**config.mk**
```make
export PLATFORM = sky130hd
export DESIGN_NAME = pixel_array_ctrl
export DESIGN_NICKNAME = d
export VERILOG_FILES = /design/src/rtl/pixel_ctrl_pkg.sv /design/src/rtl/phase_timer.sv /design/src/rtl/pixel_array_ctrl.sv
export SDC_FILE = /design/constraint.sdc
export NUM_CORES = 1
export LEC_CHECK = 0
export CELL_PAD_IN_SITES_DETAIL_PLACEMENT = 0
export CELL_PAD_IN_SITES_GLOBAL_PLACEMENT = 1
export CORE_UTILIZATION = 31
export DETAILED_ROUTE_END_ITERATION = 10
export PLACE_DENSITY = 0.79
export SLEW_MARGIN = 15
export SYNTH_ARGS = -nofsm -noshare
export SYNTH_HDL_FRONTEND = slang
export SYNTH_SLANG_ARGS = --single-unit
export TNS_END_PERCENT = 1
```
**constraint.sdc**
```tcl
create_clock -name clk -period 1.8 [get_ports clk]
set_input_delay 0.36 -clock clk [delete_from_list [all_inputs] [get_ports clk]]
set_output_delay 0.36 -clock clk [all_outputs]
set_load 0.02 [all_outputs]
```
**src/rtl/pixel_ctrl_pkg.sv**
```systemverilog
// Shared types and constants for the pixel array frame sequencer.
//   state_t      : frame phase encoding
//   DEF_*        : default parameter values
//   pix_idx_w()  : width of the pixel index (at least 1 bit)
//   max3()       : used to size the shared phase timer
package pixel_ctrl_pkg;

  typedef enum logic [2:0] {
    S_IDLE,
    S_ERASE,
    S_EXPOSE,
    S_CONVERT,
    S_READ,
    S_OUT
  } state_t;

  localparam int DEF_N_PIX     = 4;
  localparam int DEF_CNT_W     = 8;
  localparam int DEF_ERASE_CYC = 5;
  localparam int DEF_READ_CYC  = 2;

  function automatic int pix_idx_w(input int n);
    return (n > 1) ? $clog2(n) : 1;
  endfunction

  function automatic int max3(input int a, input int b, input int c);
    int m;
    m = (a > b) ? a : b;
    return (m > c) ? m : c;
  endfunction

endpackage

```
**src/rtl/phase_timer.sv**
```systemverilog
// Loadable down-counter used to time the ERASE, EXPOSE and READ phases.
//   clk, reset : clock, synchronous active-high reset
//   i_load     : load i_val this cycle (takes priority over counting)
//   i_val      : phase length in cycles (>=1)
//   o_tc       : high on the last cycle of the loaded phase
// The counter parks at 0 once a phase has run out.
module phase_timer
  import pixel_ctrl_pkg::*;
#(
  parameter int W = 8
) (
  input  logic         clk,
  input  logic         reset,
  input  logic         i_load,
  input  logic [W-1:0] i_val,
  output logic         o_tc
);

  logic [W-1:0] r_cnt;

  always_ff @(posedge clk) begin
    if (reset)              r_cnt <= '0;
    else if (i_load)        r_cnt <= i_val;
    else if (r_cnt != '0)   r_cnt <= r_cnt - W'(1);
  end

  assign o_tc = (r_cnt == W'(1));

endmodule

```
**src/rtl/pixel_array_ctrl.sv**
```systemverilog
// Frame sequencer for the pixel sensor array: erase, expose, ramp
// conversion, then per-pixel read strobes and a valid/ready code stream.
//   clk, reset        : clock, synchronous active-high reset
//   start, continuous : frame start (IDLE only) / auto-restart at frame end
//   expose_time       : exposure length, latched at frame start, 0 -> 1
//   data_in           : pixel DATA buses, pixel i at [i*CNT_W +: CNT_W]
//   erase/expose/ramp : shared analog controls
//   adc_cnt, cnt_oe   : conversion code counter and its bus enable
//   read              : one-hot pixel read strobes
//   pix_data/idx/valid/ready : captured pixel code stream
//   busy, frame_done  : not-IDLE flag, last-pixel-accepted pulse
module pixel_array_ctrl
  import pixel_ctrl_pkg::*;
#(
  parameter  int N_PIX     = DEF_N_PIX,
  parameter  int CNT_W     = DEF_CNT_W,
  parameter  int ERASE_CYC = DEF_ERASE_CYC,
  parameter  int READ_CYC  = DEF_READ_CYC,
  localparam int IW        = pix_idx_w(N_PIX)
) (
  input  logic                   clk,
  input  logic                   reset,
  input  logic                   start,
  input  logic                   continuous,
  input  logic [CNT_W-1:0]       expose_time,
  input  logic [N_PIX*CNT_W-1:0] data_in,
  output logic                   erase,
  output logic                   expose,
  output logic                   ramp,
  output logic [CNT_W-1:0]       adc_cnt,
  output logic                   cnt_oe,
  output logic [N_PIX-1:0]       read,
  output logic [CNT_W-1:0]       pix_data,
  output logic [IW-1:0]          pix_idx,
  output logic                   pix_valid,
  input  logic                   pix_ready,
  output logic                   busy,
  output logic                   frame_done
);

  localparam int TW = max3(CNT_W, $clog2(ERASE_CYC + 1), $clog2(READ_CYC + 1));

  state_t             r_state, w_state_nxt;
  logic [IW-1:0]      r_k, w_k_nxt;
  logic [CNT_W-1:0]   r_exp, w_exp_in;
  logic [CNT_W-1:0]   r_adc;
  logic               r_erase, r_expose, r_ramp, r_oe, r_valid;
  logic [N_PIX-1:0]   r_read;
  logic [CNT_W-1:0]   r_pix_data;
  logic [IW-1:0]      r_pix_idx;
  logic               w_tmr_load, w_tc, w_last;
  logic [TW-1:0]      w_tmr_val;

  assign w_exp_in = (expose_time == '0) ? CNT_W'(1) : expose_time;

  phase_timer #(.W(TW)) u_timer (
    .clk    (clk),
    .reset  (reset),
    .i_load (w_tmr_load),
    .i_val  (w_tmr_val),
    .o_tc   (w_tc)
  );

  // Next state, next pixel index and timer loads; the timer is loaded on the
  // transition into each timed phase so o_tc marks that phase's last cycle.
  always_comb begin
    w_state_nxt = r_state;
    w_k_nxt     = r_k;
    w_tmr_load  = 1'b0;
    w_tmr_val   = '0;
    w_last      = 1'b0;
    case (r_state)
      S_IDLE: if (start) begin
        w_state_nxt = S_ERASE;
        w_k_nxt     = '0;
        w_tmr_load  = 1'b1;
        w_tmr_val   = TW'(ERASE_CYC);
      end
      S_ERASE: if (w_tc) begin
        w_state_nxt = S_EXPOSE;
        w_tmr_load  = 1'b1;
        w_tmr_val   = TW'(r_exp);
      end
      S_EXPOSE: if (w_tc) w_state_nxt = S_CONVERT;
      S_CONVERT: if (r_adc == '1) begin
        w_state_nxt = S_READ;
        w_tmr_load  = 1'b1;
        w_tmr_val   = TW'(READ_CYC);
      end
      S_READ: if (w_tc) w_state_nxt = S_OUT;
      S_OUT: if (pix_ready) begin
        if (r_k == IW'(N_PIX - 1)) begin
          w_last  = 1'b1;
          w_k_nxt = '0;
          if (continuous) begin
            w_state_nxt = S_ERASE;
            w_tmr_load  = 1'b1;
            w_tmr_val   = TW'(ERASE_CYC);
          end else begin
            w_state_nxt = S_IDLE;
          end
        end else begin
          w_k_nxt     = r_k + IW'(1);
          w_state_nxt = S_READ;
          w_tmr_load  = 1'b1;
          w_tmr_val   = TW'(READ_CYC);
        end
      end
      default: w_state_nxt = S_IDLE;
    endcase
  end

  // Outputs are registered from the next state so each one is exactly
  // aligned with the phase it belongs to.
  always_ff @(posedge clk) begin
    if (reset) begin
      r_state    <= S_IDLE;
      r_k        <= '0;
      r_exp      <= '0;
      r_adc      <= '0;
      r_erase    <= 1'b0;
      r_expose   <= 1'b0;
      r_ramp     <= 1'b0;
      r_oe       <= 1'b0;
      r_read     <= '0;
      r_valid    <= 1'b0;
      r_pix_data <= '0;
      r_pix_idx  <= '0;
    end else begin
      r_state  <= w_state_nxt;
      r_k      <= w_k_nxt;
      r_erase  <= (w_state_nxt == S_ERASE);
      r_expose <= (w_state_nxt == S_EXPOSE);
      r_ramp   <= (w_state_nxt == S_CONVERT);
      r_oe     <= (w_state_nxt == S_CONVERT);
      r_valid  <= (w_state_nxt == S_OUT);
      r_read   <= (w_state_nxt == S_READ) ? (N_PIX'(1) << w_k_nxt) : '0;
      // counter is 0 on the first CONVERT cycle and cleared on exit
      r_adc    <= (r_state == S_CONVERT && w_state_nxt == S_CONVERT) ? r_adc + CNT_W'(1) : '0;
      if (w_state_nxt == S_ERASE && r_state != S_ERASE) r_exp <= w_exp_in;
      if (r_state == S_READ && w_tc) begin
        r_pix_data <= data_in[int'(r_k)*CNT_W +: CNT_W];
        r_pix_idx  <= r_k;
      end
    end
  end

  assign erase      = r_erase;
  assign expose     = r_expose;
  assign ramp       = r_ramp;
  assign cnt_oe     = r_oe;
  assign adc_cnt    = r_adc;
  assign read       = r_read;
  assign pix_valid  = r_valid;
  assign pix_data   = r_pix_data;
  assign pix_idx    = r_pix_idx;
  assign busy       = (r_state != S_IDLE);
  assign frame_done = w_last;

endmodule

```
==> run metrics, run 1 <==
remaining global-route overflow=0; max_cap viols=0; Final GP Congestion=0.795; cell types occupying the most area after synthesis=dfxtp_1 40%, mux4_2 7.7%, mux2i_1 7.3%; DRT Wirelength=6.21 mm; CTS Buffer Depth=2; hold_sp=adc_cnt[0]$_SDFF_PP0_; largest area contributor in the netlist=dfxtp_1; CP Cell Sequence=buf_4 -> nand3b_4 -> or3_4 -> a221o_2 -> nor4b_4; Data arrival, critical path=2.01 ns; Vias=2156; port bufs=73; Vias/cell=4.88; outcome=completed; die height=88.7 um; Critical Path End Type=register; RR Startpoint=r_state[2]$_SDFF_PP0_; Mean Syn Cell Area=9.75 sq um; crit path max fanout=9; count leader, synth=dfxtp_1; post-synthesis sequential area ratio=0.404; Leak=1.45 nW; register clock-pin slew on the reported worst setup and hold paths=0.09 ns; ant diodes=0; HP Class=register to register; Tightest Pin Transition=0.339 ns; Synth Warn #=0; start point of the critical path=r_state[2]$_SDFF_PP0_; initial antenna violation count=0; # IOs=74; Tmin final=1.80 ns; final setup violation count=0; WL per Instance=14.1 um; number of global-route vias before repair=2026; final cell count without fillers=442; most common flop cell mapped by yosys=dfxtp_1; H-tree depth=2; Max Freq=557 MHz; Max Slew Vio Count=0; layout cells sized above 1=0.254; DR iter-0 viols=61; Synth cell types=50; clk sinks=47; remaining antenna violation count after routing=0; row cnt=31; gr usage total=0.152; Async SR Flop Fraction=0; CTS tree=built; global-route wire length before repair=9.26 mm; element type at the critical path start=register; Final Hold Viols=0; Die Width=88.7 um; core area=0.00725 sq mm; Hold EP=adc_cnt[0]$_SDFF_PP0_; fin nets=392; crit share post-route=0.998; root buffer cell=clkbuf_8; most frequent cells after synthesis=47 x dfxtp_1, 35 x nor2_1, 17 x mux2i_1, 10 x nand3_1, 9 x inv_1; PD cells=975 mW/mm^2; CTS Buf Count=5; flop2flop setup slack=0.004 ns; hold depth=1; crit path max-delay cell type=a221o_2; pin count of the biggest net entering global routing=25; total power=3.57 mW; RSZ-0062 raised after global routing=yes; residual DRC count=0; worst path required time=2.02 ns; HPWL after detailed placement=4.62 mm; Crit Path Class=register to register; Max stage delay on crit path=0.43 ns; initial core utilization=0.321; Layout Skew=0.00415 ns; area delta synth->final=57.1%; Worst VDD drop=0.549 mV; R2R Path End=read[1]$_SDFF_PP0_; #FFs+latches synth=47; Mapped Nets=289; normalized max-slew margin=0.771; worst skew pair latency=0.30 ns; Post-Syn Instances=239; router iterations before antenna repair=4; Cells after DPL=433; synthesized cell area=0.00233 sq mm; die area=0.00787 sq mm; Post-synth EDFFs=0; top cell type's share of synthesized area=0.404; FF-to-FF path depth=5
[cells by family (layout without fill, tap and decap cells)]
family,Yosys count,in the layout,synth area share
simple gates,95,95,0.233
flops,47,47,0.404
compound gates,29,29,0.0848
mux,26,26,0.155
buf+inv,24,128,0.0478
xor+xnor,13,13,0.0488
fa+ha+maj,5,5,0.0268
[final cells by class]
cell class	instances	area [sq um]
well taps	99	124
clock buffers	6	82.6
multi-input cells	168	1420
fillers	676	3590
flip-flops and latches	47	950
clock inverters	2	35.0
repair buffers	111	1020
inverters	9	33.8
[registers in the layout, indices dropped and copies added (netlist names)]
register	cells
read	4
r_exp	8
r_state	3
u_timer.r_cnt	8
expose	1
adc_cnt	8
r_k	2
erase	1
cnt_oe	1
pix_data	8
pix_idx	2
pix_valid	1
[worst max-delay path: cells and delay by family, from the launching register on]
family	cells	cell delay, ns
buf+inv	1	0.17
compound gates	1	0.43
flops	1	0.33
simple gates	3	0.78
[where the power goes]
| part | internal, mW | leakage (nW) | total, mW | switching [mW] |
|---|---|---|---|---|
| Sequential | 1.15 | 0.384 | 1.25 | 0.0989 |
| Combinational | 0.817 | 1.00 | 1.52 | 0.703 |
| Clock | 0.450 | 0.0612 | 0.803 | 0.354 |
[repair_timing]
item | CTS | global route
hold buffers | 0 | 0
pin swaps | 3 | 7
setup endpoints to repair | 29 | 18
gates resized for setup | 14 | 23
buffers inserted | 1 | 0
gates cloned | 0 | 0
[placed cells by master, fill, tap and decap left out, drive strengths merged, types with 3 or more instances in the layout]
| cell type | instances |
|---|---|
| clkdlybuf4s50 | 71 |
| dfxtp | 47 |
| buf | 39 |
| nor2 | 35 |
| mux2i | 17 |
| nand3 | 10 |
| inv | 9 |
| mux4 | 8 |
| xnor2 | 7 |
| nand2 | 7 |
| clkbuf | 7 |
| xor2 | 6 |
| a21oi | 6 |
| nand4 | 5 |
| o31ai | 5 |
| nor3 | 5 |
| nor4 | 5 |
| ha | 5 |
| nor3b | 4 |
| nand3b | 3 |
| o21ai | 3 |
| a31oi | 3 |
| nor4b | 3 |
[worst max path at each step]
| stage | endpoint | cells past startpoint | slack, ns |
|---|---|---|---|
| after floorplan | read[0]$_SDFF_PP0_ | 6 | -0.06 |
| after global placement | read[1]$_SDFF_PP0_ | 5 | -0.49 |
| after detailed placement | read[1]$_SDFF_PP0_ | 5 | -0.46 |
| after CTS | read[0]$_SDFF_PP0_ | 7 | -0.03 |
| after global routing | read[3]$_SDFF_PP0_ | 7 | -0.09 |
| final | read[1]$_SDFF_PP0_ | 5 | 0.004 |
[layer usage]
layer,track usage,wire length (um)
met2,0.282,3060
met4,0.0352,95
met5,0,0
met3,0.0336,437
met1,0.179,2620
[through the flow]
step	util	hold slack [ns]	worst slack, ns	setup TNS [ns]	cell area [sq um]
after CTS	0.494	0.465	-0.0315	-0.127	3580
after global routing	0.505	0.477	-0.0883	-0.299	3660
after floorplan	-	0.444	-0.0604	-0.203	2350
final	0.505	0.461	0.00426	0	3660
after detailed placement	0.471	0.450	-0.461	-10.75	3420
after global placement	0.471	0.446	-0.487	-10.35	3420
No activity file was read; power rests on OpenSTA's default activity.
==> inputs of run 2 (changes only) <==
--- a/config.mk
+++ b/config.mk
@@ -10,6 +10,7 @@
 export CORE_UTILIZATION = 31
 export DETAILED_ROUTE_END_ITERATION = 10
 export PLACE_DENSITY = 0.79
+export RECOVER_POWER = 25
 export SLEW_MARGIN = 15
 export SYNTH_ARGS = -nofsm -noshare
 export SYNTH_HDL_FRONTEND = slang
==> run 2 against run 1 <==
Compared with the run above: the run now ends with setup timing left; highest routed layer unchanged; sequential share of layout area hardly changed; clock skew is 0.00057 ns higher; register-to-register slack hardly changed; hold slack hardly changed; critical path depth stayed put; non-clock buffer count stayed put; setup slack worse by 0.018 ns; cell count stayed put; core utilization is 0.086 points lower.
==> run metrics, run 2 (synthesis gave the netlist of run 1 again) <==
outcome=finished with violations; failing checks=setup timing; routed wl met2=3.04 mm (-0.59%); DR iter-0 viols=59 (-3.3%); ant diodes=0 (unchanged); most frequent cells in the layout=56 x clkdlybuf4s50_1, 44 x dfxtp_1, 36 x buf_4; gr usage total=0.152 (unchanged); residual DRC count=0 (unchanged); worst skew pair latency=0.30 ns (about the same); Post-DP Area=0.00342 sq mm (unchanged); CTS Buffer Depth=2 (unchanged); Max stage delay on crit path=0.47 ns (+0.04 ns); final setup violation count=3 (+3); area delta synth->final=56.8%; Int Power=2.41 mW (-0.19%); Fill cells=675 (-0.15%); worst path required time=2.02 ns (about the same); initial antenna violation count=0 (unchanged); element type at the critical path start=input port; final cell count without fillers=442 (unchanged); WL per Instance=14.1 um (+0.13%); H-tree depth=2 (unchanged); DRT Wirelength=6.22 mm (+0.13%); Multi-input gate area=0.00141 sq mm (-0.44%); Leak=1.50 nW (+3.5%); CTS Buf Count=5 (unchanged); Vias=2162 (+0.28%); max_cap viols=0 (unchanged); Crit path depth=5 (unchanged); PD cells=975 mW/mm^2 (about the same); post-route cell area=0.00366 sq mm (-0.17%); CP bufs+invs=2 (+1); die area=0.00787 sq mm (unchanged); Final Hold Viols=0 (unchanged); Layout Skew=0.00472 ns (+0.000568 ns); top sig layer=met4; register clock-pin slew on the reported worst setup and hold paths=0.08 ns (about the same); die height=88.7 um (unchanged); normalized max-slew margin=0.762 (-0.00891); core area=0.00725 sq mm (unchanged); NetSw=1.15 mW (-0.28%); clock power share=0.225 (about the same); pin count of the biggest net entering global routing=25 (unchanged); RSZ-0062 raised after global routing=yes; metal3 WL=437 um (unchanged); Die Width=88.7 um (unchanged); Reg power frac=0.350 (about the same); total power=3.56 mW (-0.22%); switching part of the total=0.323 (about the same); CTS tree=built; fin util=0.504 (-0.000862); port bufs=73 (unchanged); Max Slew Vio Count=0 (unchanged); layout cells sized above 1=0.251 (-0.00292); Tmin final=1.81 ns (+0.0178 ns); Tightest Pin Transition=0.356 ns (+0.0165 ns); crit path max fanout=4 (-5); global-route wire length before repair=9.26 mm (unchanged); row cnt=31 (unchanged); CP top delay family=simple AND/OR/NAND/NOR gates; Max Freq=551 MHz (-0.98%); clk sinks=47 (unchanged); fin nets=392 (unchanged); Cells after DPL=433 (unchanged); root buffer cell=clkbuf_8; # IOs=74 (unchanged); Critical Path End Type=register; Vias/cell=4.89 (+0.28%); HP Class=register to register; Data arrival, critical path=2.03 ns (+0.02 ns); Worst VDD drop=0.548 mV (-0.15%); crit share post-route=1.01 (+0.00989); CP Cell Sequence=clkdlybuf4s50_1 -> or4b_4 -> buf_4 -> a31oi_1 -> nor4b_4; Final GP Congestion=0.795 (unchanged); crit path max-delay cell type=or4b_4; router iterations before antenna repair=4 (unchanged); DRT met1 WL=2.65 mm (+0.99%); commonest non-fill, non-tap cell in the layout=clkdlybuf4s50_1; Crit Path Class=input port to register; CTS Hold Bufs=0 (unchanged); remaining global-route overflow=0 (unchanged); initial core utilization=0.321 (unchanged); FF-to-FF path depth=5 (unchanged); remaining antenna violation count after routing=0 (unchanged); number of global-route vias before repair=2026 (unchanged); Gate power share=0.425 (about the same); Storage cell area=950 sq um (unchanged); HPWL after detailed placement=4.62 mm (unchanged); final setup margin=-0.0136 ns (-0.0178 ns); hold depth=1 (unchanged)
run 2: changes by cell type in the layout (fill, tap and decap cells not counted), sizes merged:
cell | before | now
clkdlybuf4s50 | 71 | 56
dlygate4sd3 | 0 | 15
run 2: final timing paths:
path	from	to	slack, ns
hold / removal	adc_cnt[0]$_SDFF_PP0_	adc_cnt[0]$_SDFF_PP0_	0.46
hold reg to reg	adc_cnt[0]$_SDFF_PP0_	adc_cnt[0]$_SDFF_PP0_	0.46
setup reg to reg	r_state[2]$_SDFF_PP0_	read[1]$_SDFF_PP0_	0.01
setup / recovery	start	read[1]$_SDFF_PP0_	-0.01
run 2: power by group through the flow:
stage | Clock [mW] | Combinational [mW] | Sequential, mW
final | 0.801 | 1.51 | 1.25
after global routing | 0.874 | 1.65 | 1.26
after CTS | 0.822 | 1.39 | 1.24
after detailed placement | 0 | 1.34 | 1.26
after global placement | 0 | 1.32 | 1.25
after floorplan | 0 | 0.758 | 1.28
run 2: timing repair:
action                     CTS  global route
resized for setup           14            23
setup endpoints to repair   29            18
buffers inserted             1             0
gates cloned                 0             0
pin swaps                    3             7
run 2: area by class of cell:
class,instances,area share
multi-input combinational,168,0.385
timing repair buffer,111,0.280
sequential,47,0.260
tap,99,0.0339
clock buffer,6,0.0226
clock inverter,2,0.00958
inverter,9,0.00924
run 2: through the flow:
stage	TNS [ns]	setup WS, ns	hold WS, ns
floorplan	-0.203	-0.0604	0.444
global placement	-10.35	-0.487	0.446
detailed placement	-10.75	-0.461	0.450
CTS	-0.127	-0.0315	0.465
global route	-0.295	-0.0883	0.477
finish	-0.0294	-0.0136	0.461
run 2: layer usage:
metal / GRT usage / vias to the layer above
li1: - / 1072
met1: 0.179 / 1021
met2: 0.282 / 61
met3: 0.0336 / 8
met4: 0.0352 / 0
met5: 0 / -
==> inputs of run 3 (changes only) <==
--- a/config.mk
+++ b/config.mk
@@ -7,11 +7,11 @@
 export LEC_CHECK = 0
 export CELL_PAD_IN_SITES_DETAIL_PLACEMENT = 0
 export CELL_PAD_IN_SITES_GLOBAL_PLACEMENT = 1
-export CORE_UTILIZATION = 31
+export CORE_UTILIZATION = 37
 export DETAILED_ROUTE_END_ITERATION = 10
-export PLACE_DENSITY = 0.79
+export PLACE_DENSITY = 0.88
 export RECOVER_POWER = 25
-export SLEW_MARGIN = 15
+export SLEW_MARGIN = 20
 export SYNTH_ARGS = -nofsm -noshare
 export SYNTH_HDL_FRONTEND = slang
 export SYNTH_SLANG_ARGS = --single-unit
==> constraint.sdc (replaced) <==
create_clock -name clk -period 2.12 [get_ports clk]
set_input_delay 0.424 -clock clk [delete_from_list [all_inputs] [get_ports clk]]
set_output_delay 0.424 -clock clk [all_outputs]
set_load 0.02 [all_outputs]
==> run 3 against run 2 <==
Compared with the run above: the flow now finishes without violations; flip-flop and latch count is the same; hold slack gained 0.023 ns; clock skew grew 0.0014 ns; clock-buffer cell count is the same; cell area shrank 9.0%; routed wire length shrank 12%; core utilization grew 5.1 points; non-clock buffer count shrank 21.
==> run metrics, run 3 (synthesis gave the netlist of run 1 again) <==
Vias/cell=5.17 (+5.7%); element type at the critical path start=register; max_cap viols=0 (unchanged); Tightest Pin Transition=0.505 ns (+0.149 ns); Max stage delay on crit path=0.54 ns (+0.07 ns); Data arrival, critical path=1.60 ns (-0.43 ns); Setup TNS=0 ns (+0.0294 ns); register clock-pin slew on the reported worst setup and hold paths=0.09 ns (about the same); number of global-route vias before repair=1901 (-6.2%); CTS Buffer Depth=2 (unchanged); Tmin final=2.02 ns; layout cells sized above 1=0.134 (-0.117); CTS tree=built; residual DRC count=0 (unchanged); crit share post-route=0.955; final setup margin=0.0963 ns (+0.110 ns); port bufs=73 (unchanged); fin util=0.555 (+0.0513); flop2flop setup slack=0.19 ns (+0.18 ns); # IOs=74 (unchanged); pin count of the biggest net entering global routing=25 (unchanged); outcome=completed; Crit Path Class=register to primary output; Storage cell area=943 sq um (-0.66%); CTS Hold Bufs=0 (unchanged); Layout Skew=0.00608 ns (+0.00136 ns); Fill cells=524 (-22%); CP bufs+invs=1 (-1); crit path max fanout=12 (+8); Hold Slack=0.484 ns (+0.0228 ns); gr usage total=0.167 (+0.0150); remaining antenna violation count after routing=0 (unchanged); remaining global-route overflow=0 (unchanged); crit path max-delay cell type=clkdlybuf4s50_1; fin nets=371 (-5.4%); Place WS=-0.248 ns (+0.213 ns); Max Slew Vio Count=0 (unchanged); clk sinks=47 (unchanged); DRT Wirelength=5.45 mm (-12%); die area=0.00662 sq mm (-16%); Final Hold Viols=0 (unchanged); CTS Buf Count=5 (unchanged); H-tree depth=2 (unchanged); PD cells=792 mW/mm^2 (-19%); initial antenna violation count=0 (unchanged); root buffer cell=clkbuf_8; DR iter-0 viols=75 (+27%); Critical Path End Type=primary output; area delta synth->final=42.7%; initial core utilization=0.389 (+0.0677); Die Width=81.4 um (-8.3%); global-route wire length before repair=8.51 mm (-8.0%); most frequent cells in the layout=64 x clkdlybuf4s50_1, 45 x dfxtp_1, 35 x nor2_1; CP Cell Sequence=or3_1 -> clkdlybuf4s50_1; total power=2.63 mW (-26%); worst path required time=1.70 ns (-0.32 ns); Worst VDD drop=0.493 mV (-10%); Multi-input gate area=0.00129 sq mm (-8.4%); HPWL after detailed placement=4.19 mm (-9.2%); WL per Instance=13.7 um (-2.5%); commonest non-fill, non-tap cell in the layout=clkdlybuf4s50_1; router iterations before antenna repair=4 (unchanged); die height=81.4 um (-8.3%); CP top delay family=buffers and inverters; row cnt=28 (-9.7%); final setup violation count=0 (-3); RSZ-0062 raised after global routing=yes; Leak=1.33 nW (-11%); ant diodes=0 (unchanged); normalized max-slew margin=0.660 (-0.102); Final GP Congestion=0.865 (+8.8%); Max Freq=494 MHz; worst skew pair latency=0.30 ns (about the same); core area=0.00599 sq mm (-17%); Vias=2053 (-5.0%); HP Class=register to register
-- run 3: cell type report --
| cell class | count | share of cell area |
|---|---|---|
| Clock inverter | 2 | 0.00489 |
| Inverter | 9 | 0.0102 |
| Timing Repair Buffer | 90 | 0.261 |
| Multi-Input combinational cell | 168 | 0.388 |
| Clock buffer | 6 | 0.0248 |
| Tap cell | 75 | 0.0282 |
| Sequential cell | 47 | 0.284 |
-- run 3: path summary, 6_finish.rpt --
check / end / depth (start not counted) / from
hold reg to reg: u_timer.r_cnt[6]$_SDFFE_PP0P_ / 2 / r_exp[6]$_SDFFE_PP0P_
setup / recovery: busy / 2 / r_state[2]$_SDFF_PP0_
hold / removal: u_timer.r_cnt[6]$_SDFFE_PP0P_ / 2 / r_exp[6]$_SDFFE_PP0P_
setup reg to reg: read[1]$_SDFF_PP0_ / 5 / adc_cnt[0]$_SDFF_PP0_
-- run 3: repair_timing --
item	4_1_cts	5_1_grt
buffers inserted	0	1
cloned	0	0
pin swaps	0	1
resized for setup	2	4
endpoints found under the hold margin	0	0
setup endpoints to repair	1	8
-- run 3: tightest hold or removal path, delay by kind of cell (launching register included) --
kind | cells | cell delay [ns]
compound gates | 1 | 0.06
flops | 1 | 0.32
simple gates | 1 | 0.06
-- run 3: where the power goes --
part / internal [mW] / switching [mW] / total [mW]
logic: 0.510 / 0.462 / 0.973
clock network: 0.266 / 0.310 / 0.577
registers: 0.978 / 0.107 / 1.08
-- run 3: stage by stage --
step | area [sq um] | instances
floorplan | 2330 | 239
global placement | 3210 | 388
detailed placement | 3210 | 388
CTS | 3310 | 396
global route | 3330 | 397
finish | 3330 | 397
-- run 3: per-layer routing --
| layer | up-vias | routed length (um) | global-route usage | share of wire |
|---|---|---|---|---|
| met3 | 7 | 438 | 0.0449 | 0.080 |
| met1 | 951 | 2380 | 0.199 | 0.44 |
| met5 | - | 0 | 0 | 0 |
| li1 | 1030 | - | - | - |
| met2 | 65 | 2550 | 0.288 | 0.47 |
| met4 | 0 | 80 | 0.0571 | 0.015 |
